[src/rtl/is_pkg_uart_controller.sv]
// is_pkg_uart_controller: shared types and constants for the UART controller receive path.
package is_pkg_uart_controller;
  typedef enum logic [2:0] {
    PAR_NONE  = 3'd0,
    PAR_EVEN  = 3'd1,
    PAR_ODD   = 3'd2,
    PAR_MARK  = 3'd3,
    PAR_SPACE = 3'd4
  } parity_mode_t;
  typedef enum logic [2:0] {
    RX_IDLE,
    RX_START,
    RX_DATA,
    RX_PARITY,
    RX_STOP1,
    RX_STOP2,
    RX_BRK
  } rx_state_t;
  localparam int RX_DATA_W_MIN = 5;
  localparam int RX_DATA_W_MAX = 9;
  // Parity bit the line should carry, given the XOR of the received data bits.
  function automatic logic parity_expected(parity_mode_t mode, logic data_xor);
    return mode == PAR_EVEN ? data_xor :
           mode == PAR_ODD  ? ~data_xor :
           mode == PAR_MARK ? 1'b1 : 1'b0;
  endfunction
endpackage

[src/rtl/is_uart_rx_sync.sv]
// is_uart_rx_sync: 2-FF synchroniser for an idle-high serial line plus falling-edge detect.
module is_uart_rx_sync (
  input  logic clk_i,
  input  logic rst_i,
  input  logic rxd_i,
  output logic rxd_s_o,
  output logic fall_o
);
  logic [2:0] sr;
  always_ff @(posedge clk_i or posedge rst_i)
    if (rst_i) sr <= 3'b111;
    else sr <= {sr[1:0], rxd_i};
  assign rxd_s_o = sr[1];
  assign fall_o  = sr[2] & ~sr[1];
endmodule

[src/rtl/is_uart_rx_core.sv]
// is_uart_rx_core: oversampling UART receiver with runtime parity, 1/2 stop bits and break detect.
module is_uart_rx_core
  import is_pkg_uart_controller::*;
#(
  parameter int DATA_W = 8,
  parameter int OVS    = 16
) (
  input  logic              clk_i,
  input  logic              rst_i,
  input  logic              os_tick_i,
  input  logic              rxd_i,
  input  parity_mode_t      parity_mode_i,
  input  logic              stop2_i,
  output logic [DATA_W-1:0] rx_data_o,
  output logic              rx_valid_o,
  output logic              parity_err_o,
  output logic              frame_err_o,
  output logic              break_o,
  output logic              busy_o
);
  localparam int TW = $clog2(OVS);
  localparam int BW = $clog2(DATA_W + 1);
  localparam logic [TW-1:0] T_HALF   = TW'(OVS / 2 - 1);
  localparam logic [TW-1:0] T_FULL   = TW'(OVS - 1);
  localparam logic [BW-1:0] LAST_BIT = BW'(DATA_W - 1);
  if (DATA_W < RX_DATA_W_MIN || DATA_W > RX_DATA_W_MAX) begin : g_bad_data_w
    $error("is_uart_rx_core: DATA_W out of range");
  end
  if (OVS < 8 || OVS > 32 || (OVS % 2) != 0) begin : g_bad_ovs
    $error("is_uart_rx_core: OVS must be even and within 8..32");
  end
  rx_state_t         state;
  parity_mode_t      mode_q;
  logic              stop2_q;
  logic [TW-1:0]     tick_cnt;
  logic [BW-1:0]     bit_cnt;
  logic [DATA_W-1:0] sr;
  logic              zero_q, par_err_q, frm_err_q;
  logic              rxd_s, fall, sample, zero_n, frm_n;
  is_uart_rx_sync u_sync (
    .clk_i   (clk_i),
    .rst_i   (rst_i),
    .rxd_i   (rxd_i),
    .rxd_s_o (rxd_s),
    .fall_o  (fall)
  );
  assign sample = tick_cnt == (state == RX_START ? T_HALF : T_FULL);
  // Break needs every sampled bit low, including the one being sampled now.
  assign zero_n = zero_q & ~rxd_s;
  assign frm_n  = frm_err_q | ~rxd_s;
  assign busy_o = state != RX_IDLE;
  always_ff @(posedge clk_i or posedge rst_i)
    if (rst_i) begin
      state        <= RX_IDLE;
      mode_q       <= PAR_NONE;
      stop2_q      <= 1'b0;
      tick_cnt     <= '0;
      bit_cnt      <= '0;
      sr           <= '0;
      zero_q       <= 1'b0;
      par_err_q    <= 1'b0;
      frm_err_q    <= 1'b0;
      rx_data_o    <= '0;
      rx_valid_o   <= 1'b0;
      parity_err_o <= 1'b0;
      frame_err_o  <= 1'b0;
      break_o      <= 1'b0;
    end else begin
      rx_valid_o <= 1'b0;
      break_o    <= 1'b0;
      if (state == RX_IDLE) begin
        mode_q  <= parity_mode_i;
        stop2_q <= stop2_i;
        if (fall) begin
          state    <= RX_START;
          tick_cnt <= '0;
        end
      end else if (state == RX_BRK) begin
        if (os_tick_i && rxd_s) state <= RX_IDLE;
      end else if (os_tick_i) begin
        if (!sample) tick_cnt <= tick_cnt + 1'b1;
        else begin
          tick_cnt <= '0;
          case (state)
            RX_START: begin
              state     <= rxd_s ? RX_IDLE : RX_DATA;
              bit_cnt   <= '0;
              zero_q    <= 1'b1;
              par_err_q <= 1'b0;
              frm_err_q <= 1'b0;
            end
            RX_DATA: begin
              sr      <= {rxd_s, sr[DATA_W-1:1]};
              zero_q  <= zero_n;
              bit_cnt <= bit_cnt + 1'b1;
              if (bit_cnt == LAST_BIT) state <= mode_q == PAR_NONE ? RX_STOP1 : RX_PARITY;
            end
            RX_PARITY: begin
              par_err_q <= rxd_s != parity_expected(mode_q, ^sr);
              zero_q    <= zero_n;
              state     <= RX_STOP1;
            end
            RX_STOP1, RX_STOP2: begin
              frm_err_q <= frm_n;
              zero_q    <= zero_n;
              if (state == RX_STOP1 && stop2_q) state <= RX_STOP2;
              else if (zero_n) begin
                break_o <= 1'b1;
                state   <= RX_BRK;
              end else begin
                rx_data_o    <= sr;
                parity_err_o <= par_err_q;
                frame_err_o  <= frm_n;
                rx_valid_o   <= 1'b1;
                state        <= RX_IDLE;
              end
            end
            default: state <= RX_IDLE;
          endcase
        end
      end
    end
endmodule

[config.mk]
export PLATFORM = sky130hd
export DESIGN_NAME = is_uart_rx_core
export DESIGN_NICKNAME = d
export VERILOG_FILES = /design/src/rtl/is_pkg_uart_controller.sv /design/src/rtl/is_uart_rx_sync.sv /design/src/rtl/is_uart_rx_core.sv
export SDC_FILE = /design/constraint.sdc
export NUM_CORES = 1
export LEC_CHECK = 0
export ABC_AREA = 1
export BUFFER_PORTS_ARGS = -buffer_cell sky130_fd_sc_hd__buf_2
export CAP_MARGIN = 20
export CORE_ASPECT_RATIO = 0.75
export CORE_MARGIN = 3
export CORE_UTILIZATION = 58
export DETAILED_ROUTE_END_ITERATION = 7
export PLACE_DENSITY = 0.79
export SETUP_SLACK_MARGIN = 0.05
export SYNTH_ARGS = -nofsm -noshare
export SYNTH_HDL_FRONTEND = slang
export SYNTH_SLANG_ARGS = --single-unit
[constraint.sdc]
create_clock -name clk_i -period 2.23 [get_ports clk_i]
set_clock_uncertainty 0.1 [all_clocks]
set_input_delay 0.1115 -clock clk_i [delete_from_list [all_inputs] [get_ports clk_i]]
set_output_delay 0.1115 -clock clk_i [all_outputs]
set_load 0.05 [all_outputs]
==> After elaboration in Yosys (flattened, before gate mapping) <==
Index checks and enable logic that the tools add are counted.
{ "totals": {"input_bits": 8, "output_inout_bits": 13, "ff_bits": 41} }
{ "op_classes": {"bitwise": 9, "n_eq_ne": 16, "n_mux": 39, "add_sub_neg": 2, "n_reduce_logical": 23} }
{ "ops": {"columns": ["operator", "n"], "rows": [
  ["3-bit two-way mux", 10],
  ["5-bit AND reduction", 6],
  ["4-bit two-way mux", 6],
  ["1-bit two-way mux", 17],
  ["3-bit by 2-bit == test with 1-bit output, second input constant", 4],
  ["3-bit one-hot mux with 4 select lines", 1],
  ["2-bit nonzero test", 5],
  ["3-bit == test, second input constant", 3],
  ["3-bit nonzero test", 3],
  ["4-bit by 1-bit adder with 4-bit output, second input constant", 2],
  ["4-bit one-hot mux with 2 select lines", 1],
  ["8-bit XOR reduction", 1],
  ["7-bit AND reduction", 1],
  ["3-bit by 1-bit == test with 1-bit output, second input constant", 2],
  ["3-bit zero test", 2],
  ["1-bit NOT", 6],
  ["1-bit one-hot mux with 2 select lines", 3],
  ["4-bit by 3-bit == test with 1-bit output, second input constant", 1],
  ["4-bit == test", 1],
  ["2-bit inequality test, second input constant", 2],
  ["4-bit inequality test, second input constant", 1],
  ["4-bit OR reduction", 1],
  ["3-bit by 2-bit inequality test with 1-bit output, second input constant", 1],
  ["3-bit AND reduction", 1],
  ["6 further kinds", 8]
]} }

==> Logic depth before layout (Yosys ltp) <==
Gate-level depths: netlist (run 1).
{ "logic_depth": {"word_depth": 9, "ltp_mapped": 13} }

==> Cells and area by module <==
From an unflattened synthesis (run 1), not the netlist that was laid out.
{ "hier_totals": {"cells_unflattened": 252, "area_unflattened_um2": 2124.5} }
{ "by_module_without_submodules": {"columns": ["mod", "seq_area_each_um2", "n_inst", "area_per_inst_um2", "cells_each"], "rows": [
  ["is_uart_rx_core", 950.9, 1, 2031.9, 246],
  ["is_uart_rx_sync", 78.8, 1, 92.6, 6]
]} }

==> Worst setup path before layout (run 1) <==
OpenSTA, ideal clock, no wires.
{ "synth_path": {"path_kind": "reg-to-reg", "startpoint": "register state[2]", "endpoint": "register tick_cnt[3]", "arrival_time_ns": 1.619, "setup_ns": 0.120, "stages_incl_launch_ff": 10, "synth_period_minus_slack_ns": 1.839, "required_ns": 2.010, "path_buffers": 1, "setup_slack_ns": 0.391, "path_cell_list": "dfrtp_1 > nor2_2 > nand2_2 > nand2_1 > nand2_1 > or2_1 > buf_2 > nor2_1 > xor2_1 > nor2_1"} }
{ "synth_via": {"elab_chain_cells": 7, "elab_cells_between_ends": 13} }
{ "synth_rtl": {"columns": ["element", "line_no", "source"], "rows": [
  ["from (decl)", "is_uart_rx_core.sv:32", "rx_state_t state;"],
  ["from (signal assigned)", "is_uart_rx_core.sv:86", "state <= rxd_s ? RX_IDLE : RX_DATA;"],
  ["from (signal assigned)", "is_uart_rx_core.sv:96", "if (bit_cnt == LAST_BIT) state <= mode_q == PAR_NONE ? RX_STOP1 : RX_PARITY;"],
  ["3-bit by 1-bit == test with 1-bit output", "is_uart_rx_core.sv:47", "assign sample = tick_cnt == (state == RX_START ? T_HALF : T_FULL);"],
  ["4-bit two-way mux", "is_uart_rx_core.sv:47", null],
  ["4-bit == test", "is_uart_rx_core.sv:47", null],
  ["4-bit two-way mux", "is_uart_rx_core.sv:81", "if (!sample) tick_cnt <= tick_cnt + 1'b1;"],
  ["4-bit two-way mux", "is_uart_rx_core.sv:80", "end else if (os_tick_i) begin"],
  ["4-bit two-way mux", "is_uart_rx_core.sv:78", "end else if (state == RX_BRK) begin"],
  ["4-bit two-way mux", "is_uart_rx_core.sv:71", "if (state == RX_IDLE) begin"],
  ["to (signal assigned)", "is_uart_rx_core.sv:81", null],
  ["to (decl)", "is_uart_rx_core.sv:35", "logic [TW-1:0] tick_cnt;"]
]} }
Several ways; a longest one is shown, not always the timed one. The select of a mux whose other input is x is not followed.
A chain may end at the register's enable or synchronous reset.

==> Final worst setup path (run 1) <==
{ "layout_path": {"startpoint": "register state[1]", "endpoint": "register rx_data_o[0]"} }
{ "layout_via": {"elab_chain_cells": 4, "elab_cells_between_ends": 13} }
{ "layout_rtl": {"columns": ["element", "line_no", "source"], "rows": [
  ["3-bit by 1-bit == test with 1-bit output or 3-bit == test (tied branches)", "is_uart_rx_core.sv:47, is_uart_rx_core.sv:84, is_uart_rx_core.sv:106", null],
  ["4-bit two-way mux or 1-bit logical AND (tied branches)", "is_uart_rx_core.sv:47, is_uart_rx_core.sv:106", null],
  ["4-bit == test or 1-bit NOT (tied branches)", null, null],
  ["7-bit AND reduction (no line) (*)", null, null],
  ["to (signal assigned)", "is_uart_rx_core.sv:111", "rx_data_o <= sr;"],
  ["to (decl)", "is_uart_rx_core.sv:14", "output logic [DATA_W-1:0] rx_data_o,"]
]} }
Every way passes the cells marked *; elsewhere a longest branch is shown, timed or not.

==> reports/qor.txt, run 1 <==
drt pass-1 iters: 4
Bufs on Longest Clock Path: 2
Routability Congestion: 0.8533
number of H-tree levels: 2
Vias: 1708
Synth cell types: 31
Post-synth top flop: dfrtp_1
first-pass GRT wire length: 7403 um
vias in the first global route: 1648
cell taking the most area after synthesis: dfrtp_1
core area: 3378 sq um
clock transition at the registers of the reported paths: 80 ps
Via density: 5.191
Post-Syn Area: 2091 sq um
Place WS: 336.5 ps
final WL: 4076 um
Final setup viols: 0
max_cap viols: 0
max_slew headroom: 68.69%
PwrDens: 900.9 nW/um^2
Syn Inst Count: 260
endpoints failing hold: 0
worst slew pin tran: 469.6 ps
minimum clock period: 1916 ps
Worst Path Required: 2300 ps
placed cells: 315
status: finished, final reports clean
sequential element share of the synthesized area: 49.25%
EDFF count, synth: 0
Mapped Nets: 270
Critical Path Source: state[1]$_DFFE_PP0P_
fmax: 0.5219 GHz
die width: 75.33 um
fin util: 70.33%
Iteration-0 DRC Markers: 129
synthesized area per cell: 8.041 sq um
Max VDD drop: 0.0006182 V
Final Cell Area: 2376 sq um
antenna violations before repair: 0
Tot Pwr: 2.141 mW
setup ws final: 313.8 ps
overflow left after global routing: 0
Rows: 18
clock insertion delay at the later pin of the skew report: 290 ps
HPWL Detailed: 2986 um
Hold WC Path Type: input pin to asynchronous set/reset pin
area grow syn2layout: 13.64%
layout cell share with drive strength beyond 1: 16.26%
clk sinks: 41
Final Cycle Share: 85.93%
share of synthesized registers carrying an async set or reset: 100.0%
Filler Cells Inserted: 279
warning count from the yosys run: 0
area share of the largest cell type after synthesis: 45.48%
IO Port Bufs: 20
area of the multi-input gates: 899.6 sq um
RSZ-0062 raised after global routing: no
most frequent cell after synthesis: nand2_1
Root Buffer: clkbuf_8
Worst Setup End Kind: flop
Worst EP arrival: 1990 ps
hold_ws: 106.7 ps
Reg-to-Reg Start: state[1]$_DFFE_PP0P_
WL per Instance: 12.39 um
FF-to-FF End: rx_data_o[0]$_DFFE_PP0P_
ANT cells: 0
CTS tree: yes
drc violations: 0
critical path class: flop to flop
total CTS buffers: 5
nets@finish: 298
R2R depth: 8
Reg2Reg Setup Slack: 310 ps
FF+latch count, synth: 41
Max Transition Viols Final: 0
synth top area cells: dfrtp_1 (45%), nand2_1 (15%), inv_1 (5.4%)
Final ANT Viol Nets: 0
Top-Level Pins: 21
Die Ht: 58.00 um
Critical Path Source Type: flop
Finished Layout Cells: 329
largest net degree at the start of global routing: 40
Starting Density: 61.89%
commonest cells in the netlist: nand2_1 (81), dfrtp_1 (38), inv_1 (30)
DP Area: 2215 sq um
gr usage total: 22.38%
die area: 4368 sq um
static leakage: 1.236 nW
FF/Latch Area: 1030 sq um
CP max FO: 20
end point of the critical path: rx_data_o[0]$_DFFE_PP0P_
Fin Setup TNS: 0 ps
-- layout make-up --
class                   instances  share of cell area [%]
well taps                      40                   2.106
repair buffers                 27                   7.056
multi-input cells             179                   37.86
clock buffers                   7                   4.055
flip-flops and latches         41                   43.34
clock inverters                 1                  0.2106
inverters                      34                   5.371
-- report_power, final --
group / switching (mW) / internal, mW / leakage [nW]
Clock: 0.243 / 0.280 / 0.0542
Combinational: 0.462 / 0.212 / 0.639
Sequential: 0.107 / 0.838 / 0.543
Total: 0.811 / 1.33 / 1.24
-- cells by family after synthesis --
logic type	count (synthesis)	share of synthesized area [%]
buf+inv	40	7.720
fa+ha+maj	2	1.197
xor+xnor	9	3.770
compound gates	42	11.01
simple gates	126	27.05
flops	41	49.25
-- routing by layer --
layer / share of wire, % / GRT usage [%]
met4: 1.4 / 8.479
met5: 0 / 0
met2: 46 / 33.83
met1: 48 / 31.35
met3: 4.4 / 5.199
-- state kept, by name (all words and copies together), names as in the netlist --
name	count
par_err_q	1
break_o	1
stop2_q	1
parity_err_o	1
mode_q	3
frame_err_o	1
tick_cnt	4
rx_data_o	8
state	3
sr	8
bit_cnt	4
rx_valid_o	1
zero_q	1
u_sync.sr	3
frm_err_q	1
-- worst min path at each step --
stage / start / to / depth (start not counted)
2_1_floorplan: rxd_i / u_sync.sr[0]$_DFF_PP1_ / 0
3_3_place_gp: rst_i / bit_cnt[2]$_DFFE_PP0P_ / 2
3_5_place_dp: rst_i / bit_cnt[2]$_DFFE_PP0P_ / 2
4_1_cts: rst_i / bit_cnt[2]$_DFFE_PP0P_ / 3
5_1_grt: rst_i / bit_cnt[2]$_DFFE_PP0P_ / 3
6_report: rst_i / bit_cnt[2]$_DFFE_PP0P_ / 3
-- critical path: stages (launching register included) --
cell	delay, ps
dfrtp_1	450
inv_2	130
nand3_2	90
nand2_1	110
nand4_4	150
nor2_8	200
nand3_2	350
nand2_1	160
o21ai_1	70
-- repair_timing --
item / 4_1_cts / 5_1_grt
hold endpoints to repair: 43 / 0
resized for setup: 0 / 0
hold buffers: 6 / 0
setup buffers: 0 / 0
-- cell usage in the layout, fill, tap and decap left out, types with 2 or more instances in the layout --
master	n
nand2_1	81
dfrtp_1	38
inv_1	30
buf_2	20
o21ai_1	18
nor2_1	16
nand3_1	12
o21ai_0	10
clkbuf_8	7
a21oi_1	6
dlygate4sd3_1	6
xnor2_1	5
nor3_1	5
inv_2	4
o31ai_1	4
xor2_1	4
dfstp_2	3
nand3_2	2
nor2_2	2
nand2_2	2
ha_1	2
Note: power is estimated with default switching activity, not from simulation.
==> inputs of run 2 (changes only) <==
--- a/config.mk
+++ b/config.mk
@@ -6,13 +6,13 @@
 export NUM_CORES = 1
 export LEC_CHECK = 0
 export ABC_AREA = 1
-export BUFFER_PORTS_ARGS = -buffer_cell sky130_fd_sc_hd__buf_2
 export CAP_MARGIN = 20
 export CORE_ASPECT_RATIO = 0.75
 export CORE_MARGIN = 3
-export CORE_UTILIZATION = 58
+export CORE_UTILIZATION = 61
 export DETAILED_ROUTE_END_ITERATION = 7
-export PLACE_DENSITY = 0.79
+export DONT_BUFFER_PORTS = 1
+export PLACE_DENSITY = 0.77
 export SETUP_SLACK_MARGIN = 0.05
 export SYNTH_ARGS = -nofsm -noshare
 export SYNTH_HDL_FRONTEND = slang
==> reports/qor.txt, run 2 (synthesis results as in run 1) <==
status: finished, final reports clean
PwrDens: 1002 nW/um^2
clock transition at the registers of the reported paths: 80 ps
ANT cells: 0
R2R depth: 8
Max Transition Viols Final: 0
first-pass GRT wire length: 7024 um
worst slew pin tran: 699.1 ps
layout cell share with drive strength beyond 1: 10.37%
Critical Path Source: state[1]$_DFFE_PP0P_
number of H-tree levels: 2
Top Registers: rx_data_o: 8 flops, sr: 8 flops
area grow syn2layout: 11.25%
Final ANT Viol Nets: 0
Iteration-0 DRC Markers: 111
RSZ-0062 raised after global routing: no
fmax: 0.5281 GHz
Fin Setup TNS: 0 ps
fin util: 74.90%
critical path class: flop to flop
overflow left after global routing: 0
total CTS buffers: 5
die width: 73.60 um
Filler Cells Inserted: 234
vias in the first global route: 1571
WL per Instance: 12.97 um
largest net degree at the start of global routing: 25
endpoints failing hold: 0
HPWL Detailed: 2795 um
Root Buffer: clkbuf_8
Via density: 5.318
Bufs on Longest Clock Path: 2
Max VDD drop: 0.0009077 V
Worst Setup End Kind: flop
Final setup viols: 0
die area: 4173 sq um
met3 WL: 243 um
post-CTS setup buffer count: 0
CTS tree: yes
final WL: 3996 um
drt pass-1 iters: 4
most common cell after layout, fill and taps aside: nand2_1
max_slew headroom: 53.35%
CP max FO: 20
commonest cells after routing, fill and taps aside: nand2_1 (81), dfrtp_1 (38), inv_1 (30)
Routability Congestion: 0.8371
drc violations: 0
Final Cycle Share: 84.92%
max_cap viols: 0
Vias: 1638
clock insertion delay at the later pin of the skew report: 290 ps
Hold Path Depth: 4
minimum clock period: 1894 ps
Hold WC Path Type: input pin to flop
Die Ht: 56.70 um
IO Port Bufs: 0
Starting Density: 67.32%
Worst EP arrival: 1970 ps
clk sinks: 41
antenna violations before repair: 0
met1 WL: 1974 um
met2 routed WL: 1740 um
Rows: 17
Reg-to-Reg Start: state[1]$_DFFE_PP0P_
hold path startpoint: os_tick_i
max layer used: met4
static leakage: 1.161 nW
core area: 3105 sq um
gr usage total: 21.96%
nets@finish: 279
Top-Level Pins: 21
Critical Path Source Type: flop
Worst Path Required: 2300 ps
run 2: changes by cell type in the layout (fill, tap and decap cells not counted):
cell,previous run,this run
buf_2,20,0
clkbuf_8,7,5
bufinv_16,0,2
buf_12,0,1
run 2: final timing paths:
kind / end / slack [ps]
min in group asynchronous: zero_q$_DFFE_PP0P_ / 260
worst min register to register: u_sync.sr[1]$_DFF_PP1_ / 260
max in group asynchronous: state[1]$_DFFE_PP0P_ / 1200
worst min-delay path: bit_cnt[1]$_DFFE_PP0P_ / 100
worst max register to register: rx_data_o[6]$_DFFE_PP0P_ / 340
worst max-delay path: rx_data_o[6]$_DFFE_PP0P_ / 340
run 2: per-layer routing:
metal / GRT usage [%] / up-vias
met4: 8.527 / 0
met5: 0 / -
li1: - / 839
met3: 6.082 / 4
met1: 30.65 / 745
met2: 32.07 / 50
run 2: what timing repair did:
action | CTS | global route
hold buffers | 6 | 0
hold endpoints to repair | 19 | 0
gates resized for setup | 0 | 0
run 2: power by group:
part	switching (mW)	internal [mW]
Sequential	0.107	0.838
Combinational	0.468	0.219
Clock	0.253	0.445
run 2: per-stage QoR:
step                      hold WS, ps  setup slack, ps  cell area [sq um]  total power, mW  instances
final                           103.4            336.3               2326            2.330        308
after global routing            133.4            115.3               2326            2.483        308
after CTS                       104.3            323.8               2326            2.332        308
after detailed placement        16.05            337.2               2132            1.620        294
after global placement          16.04            414.3               2132            1.606        294
after floorplan                 15.98            390.7               2091            1.473        260
run 2: final cells by class:
class	instances	area [sq um]	share of cell area (%)
timing repair buffer	8	87.58	3.765
clock buffer	5	68.82	2.959
sequential	41	1030	44.27
multi-input combinational	179	899.6	38.68
tap	38	47.55	2.044
clock inverter	3	65.06	2.797
inverter	34	127.6	5.487
run 2: worst max-delay path, cell delays in order, from the launching register on:
cell and delay [ps]:
dfrtp_1 450, inv_2 120, nand3_2 90, nand2_1 110, nand4_4 150, nor2_8 190, nand3_2 340, nand2_1 150
o21ai_1 70
